`src/rtl/spi_master_mode0_if.sv`:
```
// spi_master_mode0_if: request/response handshake and SPI pins of the Mode 0 engine
interface spi_master_mode0_if;
    logic       sensor_select;
    logic       write_start;
    logic [7:0] write_data;
    logic [2:0] write_count_bytes;
    logic       write_ready;
    logic       sclk;
    logic       mosi;
    logic       miso;
    logic       cs_gyro_n;
    logic       cs_accl_n;
    logic [7:0] read_data;
    logic       read_valid;
    logic [2:0] read_index;
    modport master (
        output sensor_select, write_start, write_data, write_count_bytes, miso,
        input  write_ready, sclk, mosi, cs_gyro_n, cs_accl_n, read_data, read_valid, read_index
    );
    modport slave (
        input  sensor_select, write_start, write_data, write_count_bytes, miso,
        output write_ready, sclk, mosi, cs_gyro_n, cs_accl_n, read_data, read_valid, read_index
    );
endinterface

```
`src/rtl/spi_master_mode0.sv`:
```
// spi_master_mode0: SPI Mode 0 engine sending an address byte then reading N-1 sensor bytes
module spi_master_mode0 #(
    parameter int CLK_DIV = 4
) (
    input logic clk,
    input logic reset,
    spi_master_mode0_if.slave bus
);
    typedef enum logic [2:0] {IDLE, CS_SETUP, SHIFT_HI, SHIFT_LO, CS_GAP} state_t;
    state_t state, state_nx;
    logic [7:0] div_cnt;
    logic [5:0] bit_cnt;
    logic [7:0] tx_sr;
    logic [7:0] rx_sr;
    logic [2:0] nbytes;
    logic sel;
    logic armed;
    logic in_frame;
    logic phase_end;
    logic accept;
    logic sample;

    assign phase_end = div_cnt == 8'(CLK_DIV - 1);
    assign accept    = bus.write_start && bus.write_ready;
    assign sample    = state == SHIFT_HI && div_cnt == 8'd0;

    // state register
    always_ff @(posedge clk or posedge reset)
        if (reset) state <= IDLE;
        else state <= state_nx;

    // next-state: every non-idle phase lasts CLK_DIV clocks; the low phase after the last bit doubles as CS hold
    always_comb begin
        state_nx = state;
        case (state)
            IDLE:     if (accept) state_nx = CS_SETUP;
            CS_SETUP: if (phase_end) state_nx = SHIFT_HI;
            SHIFT_HI: if (phase_end) state_nx = SHIFT_LO;
            SHIFT_LO: if (phase_end) state_nx = (bit_cnt == {nbytes, 3'b000}) ? CS_GAP : SHIFT_HI;
            CS_GAP:   if (phase_end) state_nx = IDLE;
            default:  state_nx = IDLE;
        endcase
    end

    // pin outputs decoded from state so reset forces them idle asynchronously
    always_comb begin
        in_frame        = state inside {CS_SETUP, SHIFT_HI, SHIFT_LO};
        bus.write_ready = armed && state == IDLE;
        bus.sclk        = state == SHIFT_HI;
        bus.mosi        = in_frame && tx_sr[7];
        bus.cs_gyro_n   = !(in_frame && !sel);
        bus.cs_accl_n   = !(in_frame && sel);
    end

    // datapath: phase timer, request latch, shift registers and the received-byte strobe
    always_ff @(posedge clk or posedge reset)
        if (reset) begin
            armed          <= 1'b0;
            div_cnt        <= 8'd0;
            bit_cnt        <= 6'd0;
            tx_sr          <= 8'd0;
            rx_sr          <= 8'd0;
            nbytes         <= 3'd1;
            sel            <= 1'b0;
            bus.read_data  <= 8'd0;
            bus.read_valid <= 1'b0;
            bus.read_index <= 3'd0;
        end else begin
            armed          <= 1'b1;
            div_cnt        <= (state != state_nx || state == IDLE) ? 8'd0 : div_cnt + 8'd1;
            bus.read_valid <= 1'b0;
            if (accept) begin
                sel     <= bus.sensor_select;
                tx_sr   <= bus.write_data;
                nbytes  <= (bus.write_count_bytes == 3'd0) ? 3'd1 : bus.write_count_bytes;
                bit_cnt <= 6'd0;
            end
            if (state == SHIFT_HI && phase_end) tx_sr <= {tx_sr[6:0], 1'b0};
            if (sample) begin
                rx_sr   <= {rx_sr[6:0], bus.miso};
                bit_cnt <= bit_cnt + 6'd1;
                if (bit_cnt[2:0] == 3'd7 && bit_cnt[5:3] != 3'd0) begin
                    bus.read_data  <= {rx_sr[6:0], bus.miso};
                    bus.read_index <= bit_cnt[5:3];
                    bus.read_valid <= 1'b1;
                end
            end
        end
endmodule

```
`src/flat_wrapper.sv`:
```
// flat-port wrapper written by rule: the top's interface ports become plain ports
module spi_master_mode0_flat 
#(
    parameter int CLK_DIV = 4
)
  (clk, reset, bus_sensor_select, bus_write_start, bus_write_data, bus_write_count_bytes, bus_miso, bus_write_ready, bus_sclk, bus_mosi, bus_cs_gyro_n, bus_cs_accl_n, bus_read_data, bus_read_valid, bus_read_index);
  spi_master_mode0_if bus_i ();
  input logic clk;
  input logic reset;
  input wire logic [$bits(bus_i.sensor_select)-1:0] bus_sensor_select;
  input wire logic [$bits(bus_i.write_start)-1:0] bus_write_start;
  input wire logic [$bits(bus_i.write_data)-1:0] bus_write_data;
  input wire logic [$bits(bus_i.write_count_bytes)-1:0] bus_write_count_bytes;
  input wire logic [$bits(bus_i.miso)-1:0] bus_miso;
  output wire logic [$bits(bus_i.write_ready)-1:0] bus_write_ready;
  output wire logic [$bits(bus_i.sclk)-1:0] bus_sclk;
  output wire logic [$bits(bus_i.mosi)-1:0] bus_mosi;
  output wire logic [$bits(bus_i.cs_gyro_n)-1:0] bus_cs_gyro_n;
  output wire logic [$bits(bus_i.cs_accl_n)-1:0] bus_cs_accl_n;
  output wire logic [$bits(bus_i.read_data)-1:0] bus_read_data;
  output wire logic [$bits(bus_i.read_valid)-1:0] bus_read_valid;
  output wire logic [$bits(bus_i.read_index)-1:0] bus_read_index;
  assign bus_i.sensor_select = bus_sensor_select;
  assign bus_i.write_start = bus_write_start;
  assign bus_i.write_data = bus_write_data;
  assign bus_i.write_count_bytes = bus_write_count_bytes;
  assign bus_i.miso = bus_miso;
  assign bus_write_ready = bus_i.write_ready;
  assign bus_sclk = bus_i.sclk;
  assign bus_mosi = bus_i.mosi;
  assign bus_cs_gyro_n = bus_i.cs_gyro_n;
  assign bus_cs_accl_n = bus_i.cs_accl_n;
  assign bus_read_data = bus_i.read_data;
  assign bus_read_valid = bus_i.read_valid;
  assign bus_read_index = bus_i.read_index;
  spi_master_mode0 #(.CLK_DIV(CLK_DIV)) u_core (.clk(clk), .reset(reset), .bus(bus_i));
endmodule
```
`config.mk`:
```
export PLATFORM = sky130hd
export DESIGN_NAME = spi_master_mode0_flat
export DESIGN_NICKNAME = d
export VERILOG_FILES = /design/src/rtl/spi_master_mode0_if.sv /design/src/rtl/spi_master_mode0.sv /design/src/flat_wrapper.sv
export SDC_FILE = /design/constraint.sdc
export NUM_CORES = 1
export LEC_CHECK = 0
export CORE_MARGIN = 2
export CORE_UTILIZATION = 53
export DETAILED_ROUTE_END_ITERATION = 10
export PLACE_DENSITY = 0.78
export SKIP_LAST_GASP = 1
export SLEW_MARGIN = 20
export SYNTH_ARGS = -nofsm -noshare
export SYNTH_HDL_FRONTEND = slang
export SYNTH_SLANG_ARGS = --single-unit
```
`constraint.sdc`:
```
create_clock -name clk -period 1.96 [get_ports clk]
set_input_delay 0.392 -clock clk [delete_from_list [all_inputs] [get_ports clk]]
set_output_delay 0.392 -clock clk [all_outputs]
set_load 0.03 [all_outputs]
```
* Word level (Yosys, flattened, before mapping) *
Index checks and enable logic that the tools add are counted.

cells by class
  $mul = 0
  bitwise gates (word level) = 0
  order comparisons = 0
  mux-type cells = 15
  equal/unequal tests = 8
  divide/modulo/power cells = 0
  shift operators = 0
  add/subtract/negate cells = 2
  reduce and logical (&&, ||, !) cells = 20

operators with widths
  kind                                                                    number
  8-bit 2-to-1 mux                                                        3
  3-bit 2-to-1 mux                                                        7
  3-bit case mux with 5 select lines                                      1
  6-bit 2-to-1 mux                                                        2
  8-bit by 1-bit adder with 8-bit output (second input constant)          1
  8-bit by 2-bit equality test with 1-bit output (second input constant)  1
  1-bit logical AND                                                       8
  8-bit zero test                                                         1
  6-bit by 1-bit adder with 6-bit output (second input constant)          1
  3-bit by 2-bit equality test with 1-bit output (second input constant)  2
  3-bit equality test (second input constant)                             2
  6-bit equality test                                                     1
  3-bit zero test                                                         2
  3-bit nonzero test                                                      2
  2-bit nonzero test                                                      2
  3-bit by 1-bit equality test with 1-bit output (second input constant)  1
  1-bit zero test                                                         3
  3-bit inequality test                                                   1
  1-bit 2-to-1 mux                                                        2
  2-bit AND reduction                                                     1
  1-bit logical OR                                                        1

storage, ports and cells
  memory bits (read-only) = 0
  input port bits = 16
  bits in registers = 49
  word-level logic and storage cells = 56
  memories = 0
  memory bits (writable) = 0
  bits in latches = 0

* Logic depth before layout (Yosys ltp) *
  depth in word-level cells = 8
  gate-level depth with buffers = 6
  depth with buffers taken out = 5

* Worst setup path before layout *
OpenSTA, ideal clock, no wires.

  path kind = reg2reg
  start point = reg u_core.state[2]
  end point = reg u_core.tx_sr[1]
  setup time = 0.126 ns
  setup slack = 0.008 ns
  buffers on the path = 1
  cell stages (with the launch flop) = 5
  period minus slack after synthesis = 1.952 ns
  arrival time = 1.826 ns
  cells stage by stage = dfrtp_1 > nor4b_1 > clkbuf_1 > a21oi_1 > a221o_1

between the ends
  cells in the longest elaborated chain, start to end = 4
  elaborated cells between the ends (all ways) = 7
  classes of those cells = eq/ne (1); mux (1); reduce/logical (5)

ends and longest elaborated chain
  element                              RTL line                text
  from (decl)                          spi_master_mode0.sv:10  state_t state, state_nx;
  from (signal assigned)               spi_master_mode0.sv:30  else state <= state_nx;
  3-bit zero test                      spi_master_mode0.sv:48  bus.write_ready = armed && state == IDLE;
  1-bit logical AND                    spi_master_mode0.sv:48
  net bus_write_ready                  flat_wrapper.sv:15      output wire logic [$bits(bus_i.write_ready)-1:0] bus_write_ready;
  1-bit logical AND                    spi_master_mode0.sv:24  assign accept = bus.write_start && bus.write_ready;
  2-bit nonzero test (no source line)  n/a
  to (signal assigned)                 spi_master_mode0.sv:74  tx_sr <= bus.write_data;
  to (signal assigned)                 spi_master_mode0.sv:78  if (state == SHIFT_HI && phase_end) tx_sr <= {tx_sr[6:0], 1'b0};
  to (decl)                            spi_master_mode0.sv:13  logic [7:0] tx_sr;

The timed path passes the listed nets, and every way through them passes these cells.
A chain may end at the register's enable or synchronous reset.

* Worst setup path in the final report *
  start point = reg u_core.state[2]
  end point = out bus_cs_gyro_n

between the ends
  cells in the longest elaborated chain, start to end = 4
  elaborated cells between the ends (all ways) = 6
  classes of those cells = eq/ne (3); reduce/logical (3)

ends and longest elaborated chain
  element                                                                                                                  RTL line                text
  3-bit by 1-bit equality test with 1-bit output / 3-bit by 2-bit equality test with 1-bit output (equally long branches)  spi_master_mode0.sv:47  in_frame = state inside {CS_SETUP, SHIFT_HI, SHIFT_LO};
  3-bit nonzero test (*)                                                                                                   spi_master_mode0.sv:47
  1-bit logical AND (*)                                                                                                    spi_master_mode0.sv:51  bus.cs_gyro_n = !(in_frame && !sel);
  1-bit zero test (*)                                                                                                      spi_master_mode0.sv:51
  to (decl)                                                                                                                flat_wrapper.sv:18      output wire logic [$bits(bus_i.cs_gyro_n)-1:0] bus_cs_gyro_n;

Mark *: on every way between the ends. The rest lies on a longest branch, timed or not.

==> results by group <==
Clocking
  • Clock tree from TritonCTS: built
  • CTS Sinks: 49
  • Clock Root Buffer: clkbuf_8
  • Post-CTS Hold Fix Bufs: 0
  • Post CTS Setup Buffer Count: 0
  • Latest clock arrival within the worst-skew pair: 300 ps
  • H-tree levels: 2
  • PostCTS Resize Cnt: 6
  • Worst-case clock buffer depth: 2
  • Clock buffer count from CTS: 5
  • Clock slew at reported path FFs: 90 ps

Detailed routing
  • Detail-routed net length per standard cell: between 10 and 15 um
  • Met1 layer wirelength in the final routing: 1982 um
  • DR pass1 iterations: 4
  • Met2 wirelength from detailed routing: 2079 um
  • Remaining design rule violation count: 0
  • Violation count after the first detailed-route iteration: 53
  • DR vias/cell: 5.358
  • Total routed wirelength: 4233 um
  • Uppermost signal routing layer after detailed routing: met4
  • Length of routed met3 wiring: between 100 and 150 um
  • Remaining number of nets flagged by the antenna check after routing: 0
  • Number of vias in the routed layout: 1602

Floorplanning
  • Overall die area: 4759 um^2
  • Die width: 68.99 um
  • IO Count: 33
  • Core Rows: 23
  • Core Box Area: 4029 um^2
  • Die Span Y: 68.99 um
  • Starting density of the core: roughly 56%

GRT
  • Maximum number of pins on one net before global-route repair: 21
  • Congestion Overflow GR: 0
  • Wire length of the first global-routing pass: ~7200 um
  • Gr usage total: 20.69%
  • Number of global-route vias before repair: 1541
  • Antenna violations before repair: 0

Timing
  • Worst hold slack across all endpoints: 406.0 ps
  • Clock tree skew after final layout: 9.094 ps
  • Setup TNS: 0 ps
  • Period utilization: 97.70%
  • Final Worst Setup Slack: 45.06 ps
  • Worst-margin pin slew: 585.3 ps
  • Final hold vios: 0
  • Number of setup violations in the final report: 0
  • Pins over their slew limit: 0
  • Achievable clock frequency: 0.5222 GHz
  • Unrepaired setup endpoints after global routing: no
  • Final critical path time including I/O delays and setup: 1915 ps
  • Max transition margin: 60.72%

Setup path
  • Worst path required time: 1570 ps
  • CP Max Fanout: 7
  • Kind of end point of the critical path: primary output
  • Cells along the critical path: or3_1 > dlygate4sd2_1
  • Kind of cell adding the most delay to the critical path: flip-flops
  • Type of origin of the critical path: register
  • Sum of buffers and inverters on the critical path: 1
  • Slowest library cell on the worst path: dfrtp_1
  • Longest individual stage delay on the worst path: 480 ps
  • Type of the worst setup path: reg -> out
  • WP data arrival: 1520 ps

Synth
  • Proportion of netlist area held by the largest area contributor: 53.66%
  • Number of warnings reported in the yosys synthesis log: 0
  • Top flip-flop cell by instance count after synthesis: dfrtp_1
  • Post-synthesis cell count: 201
  • Synth unique cells: 40
  • Cell taking the most area after synthesis: dfrtp_1
  • Sequential area share after synthesis: between 50% and 60%
  • Synth Net Count: approximately 220
  • Average instance area after synthesis: 11.14 um^2
  • Area of the mapped netlist: 2238 um^2
  • Ys async rst share: 100.0%
  • Post-synth EDFFs: 0
  • Cell types with the largest area share after synthesis: dfrtp_1 54%, nand2_1 5.4%, mux2_4 4.7%
  • FF+latch count, synth: 49

Place
  • Input/output buffers: 32
  • Placed standard-cell area: 2713 um^2
  • Placed wire-length estimate after detailed placement: 3104 um
  • Worst slack, placed: -1.938 ps
  • Global placement routability congestion: a little under 0.8

Cells and area
  • Core utilization of the finished layout: 69.88%
  • Number of nets in the layout: 269
  • Final antenna diode count: 0
  • Summed area of non-filler cells in the final layout: between 2000 and 3000 um^2
  • Fraction of layout instances using a drive strength above 1: 19.68%
  • Area delta synth->final: 25.77%
  • Commonest non-fill, non-tap cell in the layout: dfrtp_1
  • Commonest cells after routing, fill and taps aside: 46 x dfrtp_1, 32 x nand2_1, 27 x clkdlybuf4s50_1

Pwr
  • VDD IR max: ~0.42 mV
  • Lkg Pwr: 1.370 nW
  • Power density over the cells: 636.4 nW/um^2

Run
  • Number of maximum-capacitance violations: 0

Worst hold path
  • Path type of the worst min-delay path: in -> async

Outcome
  • Run status: completed
Yosys cell counts, types with 2 or more instances:
| library cell | number |
|---|---|
| and2_1 | 2 |
| xnor2_1 | 2 |
| a32o_1 | 4 |
| nand2_1 | 32 |
| xor2_1 | 8 |
| o21ai_0 | 4 |
| a221o_1 | 7 |
| or3_1 | 2 |
| and4_1 | 2 |
| clkbuf_1 | 5 |
| mux2_4 | 7 |
| ha_1 | 5 |
| inv_1 | 7 |
| mux2_2 | 5 |
| dfrtp_1 | 48 |
| and3_1 | 9 |
| nor2_1 | 14 |
| nand3_1 | 13 |
| nand2b_1 | 2 |
| a21oi_1 | 3 |
kinds of logic (layout without fill, tap and decap cells):
kind of cell | count (synthesis) | in the layout | synth area share [%]
AO/OA/AOI/OAI | 23 | 23 | 8.161
XOR/XNOR | 10 | 10 | 3.913
adder cells (fa/ha/maj) | 5 | 5 | 2.795
buffers and inverters | 15 | 63 | 2.907
flip-flops | 49 | 49 | 54.84
multiplexers | 12 | 12 | 7.211
other | 1 | 1 | 0.1675
AND/OR/NAND/NOR | 86 | 86 | 20.01
metal layers:
layer,track usage (%),vias up
met2,34.50,22
met3,4.870,6
met1,26.98,785
li1,-,789
met5,0,-
met4,5.882,0
per-stage QoR:
stage / std cells / total power [mW]
2_1_floorplan: 201 / 1.067
3_3_place_gp: 291 / 1.119
3_5_place_dp: 291 / 1.120
4_1_cts: 299 / 1.811
5_1_grt: 299 / 1.858
6_report: 299 / 1.792
sequential cells by signal, indices dropped and copies added (netlist names):
register and cells:
u_core.div_cnt 8, u_core.rx_sr 7, u_core.bus.read_index 3, u_core.state 3
u_core.bus.read_valid 1, u_core.bit_cnt 6, u_core.sel 1, u_core.bus.read_data 8
u_core.tx_sr 8, u_core.armed 1, u_core.nbytes 3
final cells by class:
| cell class | count | area, um^2 |
|---|---|---|
| Inverter | 7 | 26.28 |
| Fill cell | 293 | 1214 |
| Timing Repair Buffer | 48 | 434.2 |
| Clock inverter | 2 | 35.03 |
| Multi-Input combinational cell | 137 | 954.7 |
| Clock buffer | 6 | 72.57 |
| Tap cell | 50 | 62.56 |
| Sequential cell | 49 | 1230 |
power by group:
group          switching, mW  internal (mW)
sequential           0.00600           1.02
clock                  0.315          0.379
combinational         0.0332         0.0403
total                  0.354           1.44
worst paths after layout:
kind / endpoint / cells past startpoint / start / slack [ps]
worst max register to register: u_core.bus.read_data[1] / 4 / u_core.div_cnt[5] / 160
worst max-delay path: bus_cs_gyro_n / 2 / u_core.state[2] / 50
worst min-delay path: u_core.bus.read_data[7] / 2 / reset / 410
max in group asynchronous: u_core.state[0] / 3 / reset / 1080
worst min register to register: u_core.nbytes[0] / 2 / u_core.nbytes[0] / 490
min in group clk: u_core.nbytes[0] / 2 / u_core.nbytes[0] / 490
No activity file was read; power rests on OpenSTA's default activity.
